### config.mk
export PLATFORM = sky130hd
export DESIGN_NAME = i2c_req_arbiter
export DESIGN_NICKNAME = d
export VERILOG_FILES = /design/src/rtl/i2c_pkg.sv /design/src/rtl/i2c_sync_edge.sv /design/src/rtl/i2c_req_arbiter.sv
export SDC_FILE = /design/constraint.sdc
export NUM_CORES = 1
export LEC_CHECK = 0
export BUFFER_PORTS_ARGS = -buffer_cell sky130_fd_sc_hd__buf_4
export CAP_MARGIN = 0
export CORE_ASPECT_RATIO = 0.9
export CORE_MARGIN = 10
export CORE_UTILIZATION = 55
export CTS_CLUSTER_SIZE = 28
export DETAILED_ROUTE_END_ITERATION = 10
export PLACE_DENSITY = 0.86
export SETUP_SLACK_MARGIN = 0.05
export SLEW_MARGIN = 10
export SYNTH_ARGS = -nofsm -noshare
export SYNTH_HDL_FRONTEND = slang
export SYNTH_SLANG_ARGS = --single-unit
### constraint.sdc
create_clock -name clk_12m -period 4.4 [get_ports clk_12m]
set_input_delay 1.1 -clock clk_12m [delete_from_list [all_inputs] [get_ports clk_12m]]
set_output_delay 1.1 -clock clk_12m [all_outputs]
set_load 0.02 [all_outputs]
### src/rtl/i2c_pkg.sv
// I2C master mode encodings and arbiter state type shared by the request arbiter.
// Modes 1..3 are writes, 4..6 are reads; 0 parks the master.
package i2c_pkg;

    localparam logic [7:0] I2C_WAIT           = 8'h00;
    localparam logic [7:0] I2C_WRITE_REG      = 8'h01;
    localparam logic [7:0] I2C_WRITE_DIRECTLY = 8'h02;
    localparam logic [7:0] I2C_WRITE_BURST    = 8'h03;
    localparam logic [7:0] I2C_READ_REG       = 8'h04;
    localparam logic [7:0] I2C_READ_BURST     = 8'h05;
    localparam logic [7:0] I2C_READ_DIRECTLY  = 8'h06;

    typedef enum logic [1:0] {
        S_IDLE  = 2'd0,
        S_GRANT = 2'd1,
        S_RUN   = 2'd2,
        S_GAP   = 2'd3
    } arb_state_e;

    function automatic logic MODE_IS_READ(input logic [7:0] mode);
        return (mode >= I2C_READ_REG) && (mode <= I2C_READ_DIRECTLY);
    endfunction

    function automatic logic MODE_IS_LEGAL(input logic [7:0] mode);
        return (mode >= I2C_WRITE_REG) && (mode <= I2C_READ_DIRECTLY);
    endfunction

endpackage

### src/rtl/i2c_sync_edge.sv
// Two-flop synchroniser for a slow-domain level, plus a one-cycle rising-edge pulse
// taken on the synchronised side.
module i2c_sync_edge (
    input  logic clk_12m,
    input  logic rst_n,
    input  logic d,
    output logic q,
    output logic rise
);

    logic ff1, ff2, ff3;

    always_ff @(posedge clk_12m or negedge rst_n) begin
        if (!rst_n) begin
            ff1 <= 1'b0;
            ff2 <= 1'b0;
            ff3 <= 1'b0;
        end else begin
            ff1 <= d;
            ff2 <= ff1;
            ff3 <= ff2;
        end
    end

    assign q    = ff2;
    assign rise = ff2 & ~ff3;

endmodule

### src/rtl/i2c_req_arbiter.sv
// Round-robin owner of a single I2C master: arbitrates NREQ requesters, drives the
// master's config inputs for the winner, and returns done/err/rdata on completion.
module i2c_req_arbiter
    import i2c_pkg::*;
#(
    parameter int NREQ        = 4,
    parameter int TIMEOUT_CYC = 24000,
    parameter int GAP_CYC     = 12
) (
    input  logic              clk_12m,
    input  logic              rst_n,
    input  logic [NREQ-1:0]   req,
    input  logic [8*NREQ-1:0] req_mode,
    input  logic [7*NREQ-1:0] req_dev,
    input  logic [8*NREQ-1:0] req_reg,
    input  logic [8*NREQ-1:0] req_wdata,
    output logic [NREQ-1:0]   gnt,
    output logic [NREQ-1:0]   done,
    output logic              err,
    output logic [7:0]        rdata,
    output logic              busy,
    output logic [7:0]        m_config,
    output logic [6:0]        m_dev_addr,
    output logic [7:0]        m_reg_addr,
    output logic [7:0]        m_wr_data,
    input  logic [7:0]        m_rd_data,
    input  logic              m_done
);

    localparam int PW = (NREQ > 1) ? $clog2(NREQ) : 1;
    localparam int TW = $clog2(TIMEOUT_CYC + 1);
    localparam int GW = $clog2(GAP_CYC + 1);

    logic [NREQ-1:0][7:0] mode_a, reg_a, wdata_a;
    logic [NREQ-1:0][6:0] dev_a;

    assign mode_a  = req_mode;
    assign reg_a   = req_reg;
    assign wdata_a = req_wdata;
    assign dev_a   = req_dev;

    arb_state_e      state;
    logic [PW-1:0]   ptr, win, pick;
    logic            pick_vld;
    logic [NREQ-1:0] win_oh;
    logic [7:0]      cur_mode, cur_reg, cur_wdata;
    logic [6:0]      cur_dev;
    logic [TW-1:0]   tmo_cnt;
    logic [GW-1:0]   gap_cnt;
    logic            armed;
    logic            mdone_s, mdone_rise;
    logic            hit, tmo;
    int              idx;

    i2c_sync_edge u_sync (
        .clk_12m (clk_12m),
        .rst_n   (rst_n),
        .d       (m_done),
        .q       (mdone_s),
        .rise    (mdone_rise)
    );

    // Wrap-around search: first requester at or after the pointer.
    always_comb begin
        pick     = '0;
        pick_vld = 1'b0;
        idx      = 0;
        for (int i = 0; i < NREQ; i++) begin
            idx = int'(ptr) + i;
            if (idx >= NREQ) idx = idx - NREQ;
            if (!pick_vld && req[idx]) begin
                pick     = PW'(idx);
                pick_vld = 1'b1;
            end
        end
    end

    assign win_oh = NREQ'(1) << win;
    assign busy   = (state != S_IDLE);
    // A completion edge only counts once the synchronised flag was seen low in RUN.
    assign hit    = armed & mdone_rise;
    assign tmo    = (tmo_cnt == TW'(TIMEOUT_CYC - 1));

    always_ff @(posedge clk_12m or negedge rst_n) begin
        if (!rst_n) begin
            state      <= S_IDLE;
            ptr        <= '0;
            win        <= '0;
            cur_mode   <= '0;
            cur_reg    <= '0;
            cur_wdata  <= '0;
            cur_dev    <= '0;
            tmo_cnt    <= '0;
            gap_cnt    <= '0;
            armed      <= 1'b0;
            gnt        <= '0;
            done       <= '0;
            err        <= 1'b0;
            rdata      <= '0;
            m_config   <= I2C_WAIT;
            m_dev_addr <= '0;
            m_reg_addr <= '0;
            m_wr_data  <= '0;
        end else begin
            done <= '0;
            err  <= 1'b0;
            case (state)
                S_IDLE: begin
                    if (pick_vld) begin
                        win       <= pick;
                        cur_mode  <= mode_a[pick];
                        cur_dev   <= dev_a[pick];
                        cur_reg   <= reg_a[pick];
                        cur_wdata <= wdata_a[pick];
                        state     <= S_GRANT;
                    end
                end
                S_GRANT: begin
                    if (MODE_IS_LEGAL(cur_mode)) begin
                        gnt        <= win_oh;
                        m_config   <= cur_mode;
                        m_dev_addr <= cur_dev;
                        m_reg_addr <= cur_reg;
                        m_wr_data  <= cur_wdata;
                        tmo_cnt    <= '0;
                        armed      <= 1'b0;
                        state      <= S_RUN;
                    end else begin
                        // Illegal mode: answer immediately, never touch the bus.
                        done    <= win_oh;
                        err     <= 1'b1;
                        rdata   <= '0;
                        gap_cnt <= '0;
                        state   <= S_GAP;
                    end
                end
                S_RUN: begin
                    if (!mdone_s) armed <= 1'b1;
                    if (hit || tmo) begin
                        done     <= gnt;
                        err      <= ~hit;
                        rdata    <= (hit && MODE_IS_READ(cur_mode)) ? m_rd_data : 8'h00;
                        gnt      <= '0;
                        m_config <= I2C_WAIT;
                        gap_cnt  <= '0;
                        state    <= S_GAP;
                    end else begin
                        tmo_cnt <= tmo_cnt + TW'(1);
                    end
                end
                S_GAP: begin
                    if (gap_cnt == GW'(GAP_CYC - 1)) begin
                        ptr   <= (win == PW'(NREQ - 1)) ? '0 : win + PW'(1);
                        state <= S_IDLE;
                    end else begin
                        gap_cnt <= gap_cnt + GW'(1);
                    end
                end
                default: state <= S_IDLE;
            endcase
        end
    end

endmodule

---- Word level (Yosys, flattened, before mapping) ----
Cells that the tools add are included.
word-level totals
  register bits after elaboration ......... 108
  bits of input ports ..................... 139
  output and inout port bits .............. 49
  word-level logic and storage cells ...... 148
operators by class
  add/subtract/negate cells ............... 10
  order comparisons ....................... 12
  equal/unequal tests ..................... 14
  shifts and indexed selects .............. 1
  multiplexer cells ....................... 63
  bitwise logic cells ..................... 4
  reduce and logical (&&, ||, !) cells .... 23
operators by type and width
  operator                 count
  $lt A32 B4 Y1 const B    4
  $mux W32                 4
  $mux W8                  8
  $bmux W8 S2              3
  $pmux W8 S2              2
  $mux W15                 2
  $pmux W15 S2             1
  $mux W4                  6
  $mux W1                  17
  $mux W2                  8
  $ne A2 B2 Y1 const B     8
  $pmux W4 S2              2
  $add A15 B1 Y15 const B  1
  $eq A15 B15 Y1 const B   1
  $reduce_and A3 Y1        5
  $bmux W7 S2              1
  $pmux W4 S3              1
  $sub A3 B3 Y4 const B    3
  $ge A3 B3 Y1 const B     3
  $bmux W1 S2              4
  $ge A8 B1 Y1 const B     1
  $ge A8 B3 Y1 const B     1
  $le A8 B3 Y1 const B     1
  $pmux W2 S4              1
  other kinds (23)         39

---- Logic depth before layout (Yosys ltp) ----
Gate-level depths: netlist (run 1).
  depth after elaboration ................. 17
  mapped depth ............................ 9
  gate-level depth less buffers ........... 7

---- Cells and area by module ----
A second synthesis (run 1) with hierarchy kept.
unflattened totals
  cell total of the unflattened synthesis .. 535
  area total of the unflattened synthesis .. 5462.7 um^2
modules (own cells, without submodules)
  module           instances  cells an instance  area an instance (um^2)
  i2c_req_arbiter  1          531                5373.9
  i2c_sync_edge    1          4                  88.8

---- Worst setup path after synthesis (run 1) ----
OpenSTA, ideal clock, no wires.
  path kind ............................... input-to-reg
  start ................................... input port req[2]
  end ..................................... register cur_dev[6]
  arrival ................................. 2272 ps
  path slack .............................. 1987 ps
  stages on the path ...................... 7
  buffers on the path ..................... 2
  cell sequence ........................... mux2i_1 nor2_1 a211o_1 clkbuf_1 clkbuf_1 a221oi_1 a211oi_1
between the ends
  cells in the longest elaborated chain, start to end .. 15
ends and longest elaborated chain
  what                                        line                    text
  from (decl)                                 i2c_req_arbiter.sv:12   input logic [NREQ-1:0] req,
  $bmux W1 S2                                 i2c_req_arbiter.sv:71   if (!pick_vld && req[idx]) begin
  $mux W1 (implied by the code) (2 in a row)  i2c_req_arbiter.sv:71
  $mux W1                                     i2c_req_arbiter.sv:71
  $logic_not A1 Y1                            i2c_req_arbiter.sv:71
  $logic_and A1 B1 Y1                         i2c_req_arbiter.sv:71
  $mux W1                                     i2c_req_arbiter.sv:71
  $logic_not A1 Y1                            i2c_req_arbiter.sv:71
  $logic_and A1 B1 Y1                         i2c_req_arbiter.sv:71
  $mux W1                                     i2c_req_arbiter.sv:71
  $logic_not A1 Y1                            i2c_req_arbiter.sv:71
  $logic_and A1 B1 Y1                         i2c_req_arbiter.sv:71
  $mux W2                                     i2c_req_arbiter.sv:71
  $bmux W7 S2                                 i2c_req_arbiter.sv:112  cur_dev <= dev_a[pick];
  $mux W7 (implied by the code)               i2c_req_arbiter.sv:112
  to (signal assigned)                        i2c_req_arbiter.sv:112
  to (decl)                                   i2c_req_arbiter.sv:47   logic [6:0] cur_dev;
Several ways; a longest one is shown, not always the timed one. The select of a mux whose other input is x is not followed.
A chain may end at the register's enable or synchronous reset.

---- Final worst setup path (run 1) ----
  start ................................... register state[1]
  end ..................................... register tmo_cnt[11]
between the ends
  cells in the longest elaborated chain, start to end .. 3
ends and longest elaborated chain
  what                                                                        line                    text
  from (decl)                                                                 i2c_req_arbiter.sv:42   arb_state_e state;
  from (signal assigned)                                                      i2c_req_arbiter.sv:86   state <= S_IDLE;
  from (signal assigned)                                                      i2c_req_arbiter.sv:115  state <= S_GRANT;
  from (signal assigned)                                                      i2c_req_arbiter.sv:127  state <= S_RUN;
  $eq A2 B2 Y1 / $eq A2 B1 Y1 (equally long branches)                         i2c_req_arbiter.sv:107  case (state)
  $ne A2 B2 Y1 (no source line) / $reduce_bool A2 Y1 (equally long branches)  --
  $reduce_and A3 Y1 (no source line)                                          --
  to (signal assigned)                                                        i2c_req_arbiter.sv:148  tmo_cnt <= tmo_cnt + TW'(1);
  to (decl)                                                                   i2c_req_arbiter.sv:48   logic [TW-1:0] tmo_cnt;
Several ways; a longest one is shown, not always the timed one.

==> results of run 1 <==
[final timing paths]
kind,startpoint,slack [ns],endpoint,depth (start not counted)
max in group asynchronous,rst_n,2.92,m_config[2],2
min in group asynchronous,rst_n,0.52,gap_cnt[0],1
worst min register to register,u_sync.ff1,0.36,u_sync.q,0
worst max-delay path,state[1],1.52,tmo_cnt[11],8
worst min-delay path,u_sync.ff1,0.36,u_sync.q,0
worst max register to register,state[1],1.52,tmo_cnt[11],8
[cells in the final DEF, fill, tap and decap left out, types with 6 or more instances in the layout]
| cell | n |
|---|---|
| nand2_1 | 97 |
| o21ai_0 | 11 |
| buf_4 | 197 |
| a21o_1 | 7 |
| dfrtp_1 | 108 |
| nor2b_1 | 9 |
| inv_1 | 10 |
| nand3_1 | 12 |
| clkbuf_16 | 9 |
| nor3b_1 | 7 |
| a211oi_1 | 32 |
| ha_1 | 10 |
| a221oi_1 | 31 |
| nor2_1 | 46 |
| and2_1 | 37 |
| o31ai_1 | 7 |
| or4_1 | 6 |
| a21oi_1 | 8 |
| mux2i_1 | 34 |
[worst max-delay path, stage by stage (launching register included)]
cell and delay [ns]:
dfrtp_1 0.40, inv_1 0.13, ha_1 0.22, or3b_1 0.42, a211o_1 0.42, buf_4 0.30, a2111oi_0 0.58, xnor2_1 0.20
nor2_1 0.06
[cells by family after synthesis]
| kind of cell | after synthesis |
|---|---|
| xor gates and xnor gates | 8 |
| buffers and inverters | 44 |
| adders and majority gates | 10 |
| AOI/OAI and AO/OA | 125 |
| and+or+nand+nor | 240 |
| muxes | 37 |
| DFF | 108 |
[routing by layer]
metal / vias up / track usage [%] / routed length (um)
met3: 34 / 5.34 / 1150
met4: 0 / 7.96 / 461
li1: 2401 / - / -
met2: 237 / 35.5 / 7950
met5: - / 0 / 0
met1: 2494 / 27.1 / 6860
[per-stage QoR]
stage	setup slack [ns]	util (%)	total power [W]
final	1.52	75.6	0.00361
after global routing	1.33	75.6	0.00383
after CTS	1.53	75.6	0.00363
after detailed placement	1.34	72.6	0.00284
after global placement	1.41	72.6	0.00278
after floorplan	1.99	-	0.00230
[synthesized netlist by cell type (5+ instances only)]
library cell / n
o21ai_0: 11
a221oi_1: 31
and2_1: 37
nor3b_1: 7
a21oi_1: 8
a211oi_1: 32
a22oi_1: 5
or4_1: 6
ha_1: 10
nand2_1: 97
mux2i_1: 34
nor2b_1: 9
inv_1: 10
clkbuf_1: 28
dfrtp_1: 108
o31ai_1: 7
a21o_1: 7
nand3_1: 12
nor2_1: 48
[power groups by stage]
stage	Clock [W]	Sequential, W	Combinational (W)
floorplan	0	0.00157	0.000723
global route	0.000836	0.00152	0.00148
finish	0.000786	0.00148	0.00135
detailed placement	0	0.00149	0.00135
CTS	0.000800	0.00147	0.00135
global placement	0	0.00148	0.00130
[area by class of cell]
| type | instances | area, sq um |
|---|---|---|
| sequential | 108 | 2700 |
| clock inverter | 6 | 52.6 |
| timing repair buffer | 197 | 1480 |
| fill | 687 | 2390 |
| inverter | 10 | 37.5 |
| tap | 126 | 158 |
| clock buffer | 10 | 239 |
| multi-input combinational | 420 | 2730 |
==> flow_metrics.tcl, run 1 <==
set metrics [dict create \
    cell_internal_pwr_w 0.00226 \
    synth_fa_ha_area_share_pct 2.24 \
    drtPass1Iterations 5 \
    grt_max_degree 65 \
    grt_usage_pct 21.5 \
    final.min_clock_period_ns 2.88 \
    clk_pin_slew_ns 0.08 \
    regMostFlops "tmo_cnt" \
    yosys-top-cells-area "dfrtp_1, nand2_1, mux2i_1" \
    final_net_count 895 \
    grt_first_pass_wirelength_um 26100 \
    unrepaired_setup_endpoints_after_global_routing "no" \
    synth_seq_area_share_pct 48.3 \
    synth_top_area_share_pct 48.3 \
    remaining_drc_errors 0 \
    total_leakage_power_nw 3.66 \
    hold_viol 0 \
    drt_iter0_markers 481 \
    route.antenna.remaining_nets 0 \
    first_global_vias 5212 \
    worstPathArrival_ns 3.08 \
    post_synth_num_cell_types 52 \
    outcome "complete, no violations" \
    p_sw_share_pct 37.5 \
    die_y_um 116 \
    synth-seq-cells 108 \
    ys_dominant_reg_cell "dfrtp_1" \
    slew_headroom_pct 33.3 \
    pwr-share-comb_pct 37.3 \
    synth-simple-area-share_pct 21.0 \
    gr-total-overflow 0 \
    cts_root_cell "clkbuf_16" \
    netlist_instances 572 \
    cts_inserted_buffers 9 \
    tightestPinTransition_ns 0.997 \
    drv_slew 0 \
    drt-vias-per-instance 5.89 \
    holdWs_ns 0.359 \
    flow.area_growth_from_synthesis_pct 32.1 \
    largest_reg_flops 15 \
    synth.net_count 721 \
    synth_area_sq_um 5600 \
    synth_top_family_by_area "simple AND/OR/NAND/NOR gates" \
    cts_resized 0 \
    synth_compound_area_share_pct 17.4 \
    final_layout_size_suffix_gt1_share_pct 30.1 \
    route.vias.total 5166 \
    synth-warning-count 0 \
    synth_enable_flop_cells 0 \
    power_frac_seq_pct 40.9 \
    timing.setup.tns_ns 0 \
    sinks_on_the_clock_net 108 \
    cp-start-kind "register" \
    gp_congestion 0.889 \
    cts_tree "built" \
    muxShareOfSynthArea_pct 6.69 \
    fin_skew_ns 0.00838 \
    dr_wl_cell_um 18.7 \
    clockBufferDepth 2 \
    worstPathRequired_ns 4.61 \
    detailed_place.area_sq_um 7100 \
    clock_power_share_pct 21.8 \
    initial_core_util_pct 57.2 \
    floorplan.die_area_sq_um 14600 \
    yosys.area_share.xor_xnor_pct 1.25 \
    proportion_of_register_bits_with_asynchronous_set_or_reset_after_synthesis_pct 100 \
    post-route-cell-area_sq_um 7390 \
    io-pin-count 188 \
    maxCapViolations 0 \
    power.ir.vdd_worst_uv 250 \
    achievable-frequency_ghz 0.348 \
    postCtsSetupBuffers 0 \
    core-area_sq_um 9780 \
    placementRows 34 \
    power_per_cell_area_nw_per_um2 488 \
    die-width_um 126 \
    dpl.hpwl_um 12600 \
    synth.largest_area_cell "dfrtp_1" \
    crit_path_max_fanout 32 \
    finalWirelength_um 16400 \
    endpoint_kind "register" \
    portion_of_the_clock_cycle_consumed_by_the_worst_path_in_the_final_layout_pct 65.4 \
    criticalPathCategory "register to register" \
    initial_antenna_violation_count 0 \
    setup_violators_final 0 \
    cts_hold_buf 0 \
    quantity_of_i_o_buffers_inserted_on_ports 187 \
    layoutNonFillerInstCount 877 \
    place_inst 861 \
    num_antenna_cells 0 \
    cts.htree.levels 3 \
    netSwitchingPower_w 0.00135 \
    worst_hold_path_type "register to register" \
    synthesis.area_per_instance_sq_um 9.78 \
    worstSkewPairLatency_ns 0.35 \
]
(Power assumes the default switching activity.)
==> run 2: changes to the inputs <==
--- a/config.mk
+++ b/config.mk
@@ -9,10 +9,10 @@
 export CAP_MARGIN = 0
 export CORE_ASPECT_RATIO = 0.9
 export CORE_MARGIN = 10
-export CORE_UTILIZATION = 55
+export CORE_UTILIZATION = 51
 export CTS_CLUSTER_SIZE = 28
 export DETAILED_ROUTE_END_ITERATION = 10
-export PLACE_DENSITY = 0.86
+export PLACE_DENSITY = 0.81
 export SETUP_SLACK_MARGIN = 0.05
 export SLEW_MARGIN = 10
 export SYNTH_ARGS = -nofsm -noshare
==> constraint.sdc (replaced) <==
create_clock -name clk_12m -period 2.85 [get_ports clk_12m]
set_input_delay 0.7125 -clock clk_12m [delete_from_list [all_inputs] [get_ports clk_12m]]
set_output_delay 0.7125 -clock clk_12m [all_outputs]
set_load 0.02 [all_outputs]
==> run 2 against run 1 <==
Effect of this change: via count down 1.2%; clock skew down 0.0028 ns; maximum frequency up 13%; setup slack worse by 1.2 ns; worst hold slack worse by 0.054 ns.
==> flow_metrics.tcl, run 2 (synthesis results as in run 1) <==
set metrics [dict create \
    outcome "complete, no violations" \
    gr-total-overflow 0 \
    cts_root_cell "clkbuf_16" \
    largest_reg_flops 15 \
    setup_violators_final 0 \
    cts_hold_buf 0 \
    reg2reg_to "gap_cnt[0]" \
    io-pin-count 188 \
    crit_path_max_fanout 13 \
    quantity_of_i_o_buffers_inserted_on_ports 187 \
    die-width_um 130 \
    grt_usage_pct 21.5 \
    die_y_um 119 \
    filler_cell_count 813 \
    cp-start-kind "register" \
    register_area_sq_um 2700 \
    initial_antenna_violation_count 0 \
    remaining_drc_errors 0 \
    first_global_vias 5298 \
    route.vias.total 5104 \
    placementRows 36 \
    clk_pin_slew_ns 0.07 \
    drt-vias-per-instance 5.76 \
    grt_max_degree 46 \
    dp_slack_ns 0.227 \
    unrepaired_setup_endpoints_after_global_routing "no" \
    worst_hold_path_type "input port to asynchronous set/reset pin" \
    slew_headroom_pct 21.6 \
    netSwitchingPower_w 0.00209 \
    clockBufferDepth 2 \
    worstReg2RegStart "state[1]" \
    final_layout_size_suffix_gt1_share_pct 30.1 \
    gp_congestion 0.870 \
    flow.area_growth_from_synthesis_pct 33.6 \
    regMostFlops "tmo_cnt" \
    worst-r2r-cell-count 7 \
    floorplan.die_area_sq_um 15600 \
    drv_slew 0 \
    power.ir.vdd_worst_uv 406 \
    crit_path_capture "gap_cnt[0]" \
    core-area_sq_um 10800 \
    num_antenna_cells 0 \
    worstPathRequired_ns 3.08 \
    fin_ws_ns 0.303 \
    worstPathArrival_ns 2.78 \
    drt_iter0_markers 497 \
    achievable-frequency_ghz 0.393 \
    fin_skew_ns 0.00563 \
    power_per_cell_area_nw_per_um2 770 \
    pwr-share-comb_pct 36.8 \
    final_cell_mix "buf_4, dfrtp_1, nand2_1" \
    final_common_cell "buf_4" \
    endpoint_kind "register" \
    total_leakage_power_nw 3.69 \
    cts.htree.levels 3 \
    cts_inserted_buffers 9 \
    timing.setup.tns_ns 0 \
    cell_internal_pwr_w 0.00367 \
    cp-startpoint "state[1]" \
    tightestPinTransition_ns 1.17 \
    maxCapViolations 0 \
    hold_viol 0 \
    rrSetupSlack_ns 0.30 \
    multiInputGateArea_sq_um 2730 \
    dr_wl_cell_um 19.1 \
    clock_power_share_pct 23.5 \
    worstSkewPairLatency_ns 0.35 \
    grt_first_pass_wirelength_um 27000 \
    route.antenna.remaining_nets 0 \
    portion_of_the_clock_cycle_consumed_by_the_worst_path_in_the_final_layout_pct 89.4 \
    drtPass1Iterations 5 \
    final_net_count 897 \
    initial_core_util_pct 52.0 \
    final.min_clock_period_ns 2.55 \
    p_sw_share_pct 36.2 \
    sinks_on_the_clock_net 108 \
    cts_tree "built" \
    criticalPathCategory "register to register" \
    dpl.hpwl_um 13000 \
    finalWirelength_um 16900 \
    power_frac_seq_pct 39.7 \
]
[run 2: repair_timing]
action	CTS	global route
hold endpoints to repair	0	0
buffers inserted	0	1
gates resized for setup	0	0
endpoints found under the setup margin	0	5
[run 2: layer usage]
layer / global-route usage (%) / share of wire [%] / up-vias
li1: - / - / 2407
met5: 0 / 0 / -
met4: 7.29 / 2.3 / 0
met2: 36.1 / 50 / 188
met1: 26.5 / 41 / 2479
met3: 4.97 / 7.0 / 30
[run 2: how the worst min path moves through the flow]
stage | cells after the start | slack, ns | startpoint | end
CTS | 1 | 0.32 | rst_n | m_config[4]
global placement | 0 | 0.33 | u_sync.ff1 | u_sync.q
floorplan | 0 | 0.33 | u_sync.ff1 | u_sync.q
global route | 1 | 0.33 | rst_n | m_config[4]
detailed placement | 0 | 0.34 | u_sync.ff1 | u_sync.q
finish | 1 | 0.30 | rst_n | m_config[4]
[run 2: worst max-delay path, stage by stage (launching register included)]
cell,delay (ns)
dfrtp_1,0.41
inv_1,0.12
ha_1,0.20
or3b_1,0.42
a211o_1,0.47
o211ai_1,0.26
nand2b_1,0.21
mux2_2,0.34
[run 2: stage by stage]
step / instance area, sq um / hold slack, ns / cells / power (W) / utilization (%)
2_1_floorplan: 5600 / 0.331 / 572 / 0.00355 / -
3_3_place_gp: 7140 / 0.333 / 869 / 0.00430 / 66.4
3_5_place_dp: 7140 / 0.336 / 869 / 0.00440 / 66.4
4_1_cts: 7470 / 0.319 / 885 / 0.00577 / 69.4
5_1_grt: 7480 / 0.330 / 886 / 0.00612 / 69.5
6_report: 7480 / 0.305 / 886 / 0.00576 / 69.5
[run 2: power by group through the flow]
stage	combinational (W)	sequential (W)	clock [W]
after floorplan	0.00112	0.00243	0
after global placement	0.00202	0.00228	0
after detailed placement	0.00210	0.00230	0
after CTS	0.00211	0.00228	0.00137
after global routing	0.00234	0.00234	0.00143
final	0.00212	0.00229	0.00135
[run 2: layout make-up]
cell class / instances / area share, %
Clock inverter: 5 / 1.12
Timing Repair Buffer: 199 / 20.3
Sequential cell: 108 / 36.1
Tap cell: 133 / 2.23
Clock buffer: 11 / 3.25
Multi-Input combinational cell: 420 / 36.4
Inverter: 10 / 0.502
==> run 3: changes to the inputs <==
--- a/config.mk
+++ b/config.mk
@@ -5,14 +5,15 @@
 export SDC_FILE = /design/constraint.sdc
 export NUM_CORES = 1
 export LEC_CHECK = 0
+export ABC_AREA = 1
 export BUFFER_PORTS_ARGS = -buffer_cell sky130_fd_sc_hd__buf_4
 export CAP_MARGIN = 0
 export CORE_ASPECT_RATIO = 0.9
 export CORE_MARGIN = 10
-export CORE_UTILIZATION = 51
+export CORE_UTILIZATION = 52
 export CTS_CLUSTER_SIZE = 28
 export DETAILED_ROUTE_END_ITERATION = 10
-export PLACE_DENSITY = 0.81
+export PLACE_DENSITY = 0.8
 export SETUP_SLACK_MARGIN = 0.05
 export SLEW_MARGIN = 10
 export SYNTH_ARGS = -nofsm -noshare
==> run 3 against run 2 <==
Effect of this change: setup slack improved by 0.088 ns; critical path type unchanged; critical endpoint is now cur_mode[3]; critical path depth rose by 7; first-iteration DRC count is 15% lower.
==> flow_metrics.tcl, run 3 <==
set metrics [dict create \
    critical-path-top-cell-by-count "nand2_1" \
    setup_violators_final 0 \
    grt.met2_usage_pct 30.9 \
    io-pin-count 188 \
    die-width_um 136 \
    yosys.area_share.xor_xnor_pct 1.54 \
    tightestPinTransition_ns 0.730 \
    p_total_w 0.00618 \
    synth_top_family_by_area "simple AND/OR/NAND/NOR gates" \
    worstSkewPairLatency_ns 0.35 \
    crit_path_cell_trace "inv_2 > nand2_1 > nand2_2 > nand2_1 > nand2_1 > nor2_4 > nand3_2 > nand2_2 > nand2_2 > inv_2 > nand2_1 > nand2_1 > nand2_1 > nand3_2" \
    critical-path-max-stage-delay_ns 0.63 \
    dr_wl_cell_um 14.8 \
    first_global_vias 5745 \
    muxShareOfSynthArea_pct 0 \
    synth.largest_area_cell "dfrtp_1" \
    reg2reg_to "cur_mode[3]" \
    initial_core_util_pct 54.0 \
    endpoint_kind "register" \
    post_synth_num_cell_types 37 \
    route.vias.total 6007 \
    final.min_clock_period_ns 2.46 \
    finalWirelength_um 17600 \
    regMostFlops "tmo_cnt" \
    ys_dominant_reg_cell "dfrtp_1" \
    fin_skew_ns 0.0113 \
    synth_compound_area_share_pct 4.33 \
    final_net_count 1175 \
    synth_top_area_share_pct 43.1 \
    outcome "complete, no violations" \
    synth-seq-cells 108 \
    postCtsSetupBuffers 0 \
    largest_reg_flops 15 \
    power_per_cell_area_nw_per_um2 763 \
    cpMaxStageDelayCell "dfrtp_1" \
    grt_usage_pct 20.6 \
    core-area_sq_um 11600 \
    drt-vias-per-instance 5.06 \
    final_layout_size_suffix_gt1_share_pct 25.2 \
    cp-startpoint "ptr[0]" \
    dpl.hpwl_um 13700 \
    final_common_cell "nand2_1" \
    achievable-frequency_ghz 0.407 \
    sinks_on_the_clock_net 108 \
    gp_congestion 0.924 \
    worstPathRequired_ns 3.14 \
    worstPathArrival_ns 2.75 \
    cts.htree.levels 3 \
    netlist_instances 849 \
    synth_seq_area_share_pct 43.1 \
    synth_fa_ha_area_share_pct 1.99 \
    drt_iter0_markers 423 \
    worst-r2r-cell-count 14 \
    quantity_of_i_o_buffers_inserted_on_ports 187 \
    cts_resized 0 \
    worstReg2RegStart "ptr[0]" \
    maxCapViolations 0 \
    die_y_um 124 \
    crit_path_max_fanout 26 \
    cts_tree "built" \
    slew_headroom_pct 51.3 \
    cp-start-kind "register" \
    floorplan.die_area_sq_um 16900 \
    synth_area_sq_um 6270 \
    num_antenna_cells 0 \
    cts_root_cell "clkbuf_16" \
    list_of_most_frequent_post_synthesis_cells "nand2_1, dfrtp_1, inv_1" \
    grt.met3_usage_pct 5.80 \
    yosys-top-cells-area "dfrtp_1, nand2_1, nand3_1" \
    synthMostInstantiatedCell "nand2_1" \
    cts_inserted_buffers 9 \
    clockBufferDepth 2 \
    hold_viol 0 \
    crit_path_capture "cur_mode[3]" \
    remaining_drc_errors 0 \
    portion_of_the_clock_cycle_consumed_by_the_worst_path_in_the_final_layout_pct 86.3 \
    power.ir.vdd_worst_uv 425 \
    initial_antenna_violation_count 0 \
    cts_hold_buf 0 \
    total_leakage_power_nw 4.50 \
    filler_cell_count 1004 \
    grt_max_degree 56 \
    unrepaired_setup_endpoints_after_global_routing "no" \
    global_route.usage.met1_pct 27.7 \
    synth-simple-area-share_pct 40.0 \
    placementRows 37 \
    final_cell_mix "nand2_1, buf_4, dfrtp_1" \
    gr-total-overflow 0 \
    clk_pin_slew_ns 0.07 \
    proportion_of_register_bits_with_asynchronous_set_or_reset_after_synthesis_pct 100 \
    worst_hold_path_type "input port to asynchronous set/reset pin" \
    timing.setup.tns_ns 0 \
    drtPass1Iterations 6 \
    rrSetupSlack_ns 0.39 \
    flow.area_growth_from_synthesis_pct 29.0 \
    grt_first_pass_wirelength_um 28300 \
    synth.net_count 998 \
    drv_slew 0 \
    global_route.peak_usage_layer "met2" \
    synth_enable_flop_cells 0 \
    criticalPathCategory "register to register" \
    route.antenna.remaining_nets 0 \
    synthesis.area_per_instance_sq_um 7.39 \
    synth-warning-count 0 \
]
==> run 3: metrics by stage <==
| stage | std cells | area [sq um] | util, % | worst slack, ns | hold slack (ns) |
|---|---|---|---|---|---|
| 3_3_place_gp | 1171 | 7780 | 67.0 | 0.393 | 0.336 |
| 2_1_floorplan | 849 | 6270 | - | 0.893 | 0.331 |
| 4_1_cts | 1187 | 8090 | 69.6 | 0.392 | 0.269 |
| 5_1_grt | 1187 | 8090 | 69.6 | 0.113 | 0.282 |
| 3_5_place_dp | 1171 | 7780 | 67.0 | 0.331 | 0.351 |
| 6_report | 1187 | 8090 | 69.6 | 0.391 | 0.266 |
==> run 3: cell type report <==
class                   count  area (sq um)  area share [%]
repair buffers            196          1500            18.5
clock buffers              10           239            2.95
clock inverters             6          70.1           0.866
inverters                 102           388            4.79
flip-flops and latches    108          2700            33.4
well taps                 156           195            2.41
multi-input cells         609          3000            37.1
==> run 3: logic make-up (layout without fill, tap and decap cells) <==
kind of cell | count (synthesis) | in the layout
compound gates | 47 | 47
xor+xnor | 11 | 11
fa+ha+maj | 10 | 10
buf+inv | 132 | 314
flops | 108 | 108
simple gates | 541 | 541
==> run 3: power breakdown <==
part | total (W) | switching [W] | internal (W) | leakage (nW)
clock | 0.00128 | 0.000570 | 0.000713 | 0.153
combinational | 0.00259 | 0.00164 | 0.000945 | 2.93
sequential | 0.00231 | 0.000316 | 0.00199 | 1.41
total | 0.00618 | 0.00253 | 0.00365 | 4.50
==> run 3: routing by layer <==
metal	part of all wire, %	vias up	wire (um)
li1	-	3011	-
met1	45	2741	7910
met2	45	230	7920
met3	8.0	25	1410
met4	2.2	0	381
met5	0	-	0
==> run 3: worst max-delay path, delay by kind of cell (launching register included) <==
family	cells	cell delay, ns
buffers and inverters	2	0.54
and+or+nand+nor	12	1.21
DFF	1	0.63
==> run 3: how the worst min path moves through the flow <==
stage / start / end / depth (start not counted) / slack (ns)
after global routing: rst_n / tmo_cnt[10] / 1 / 0.28
final: rst_n / tmo_cnt[10] / 1 / 0.27
after detailed placement: u_sync.ff1 / u_sync.q / 0 / 0.35
after CTS: rst_n / tmo_cnt[0] / 1 / 0.27
after floorplan: u_sync.ff1 / u_sync.q / 0 / 0.33
after global placement: u_sync.ff1 / u_sync.q / 0 / 0.34
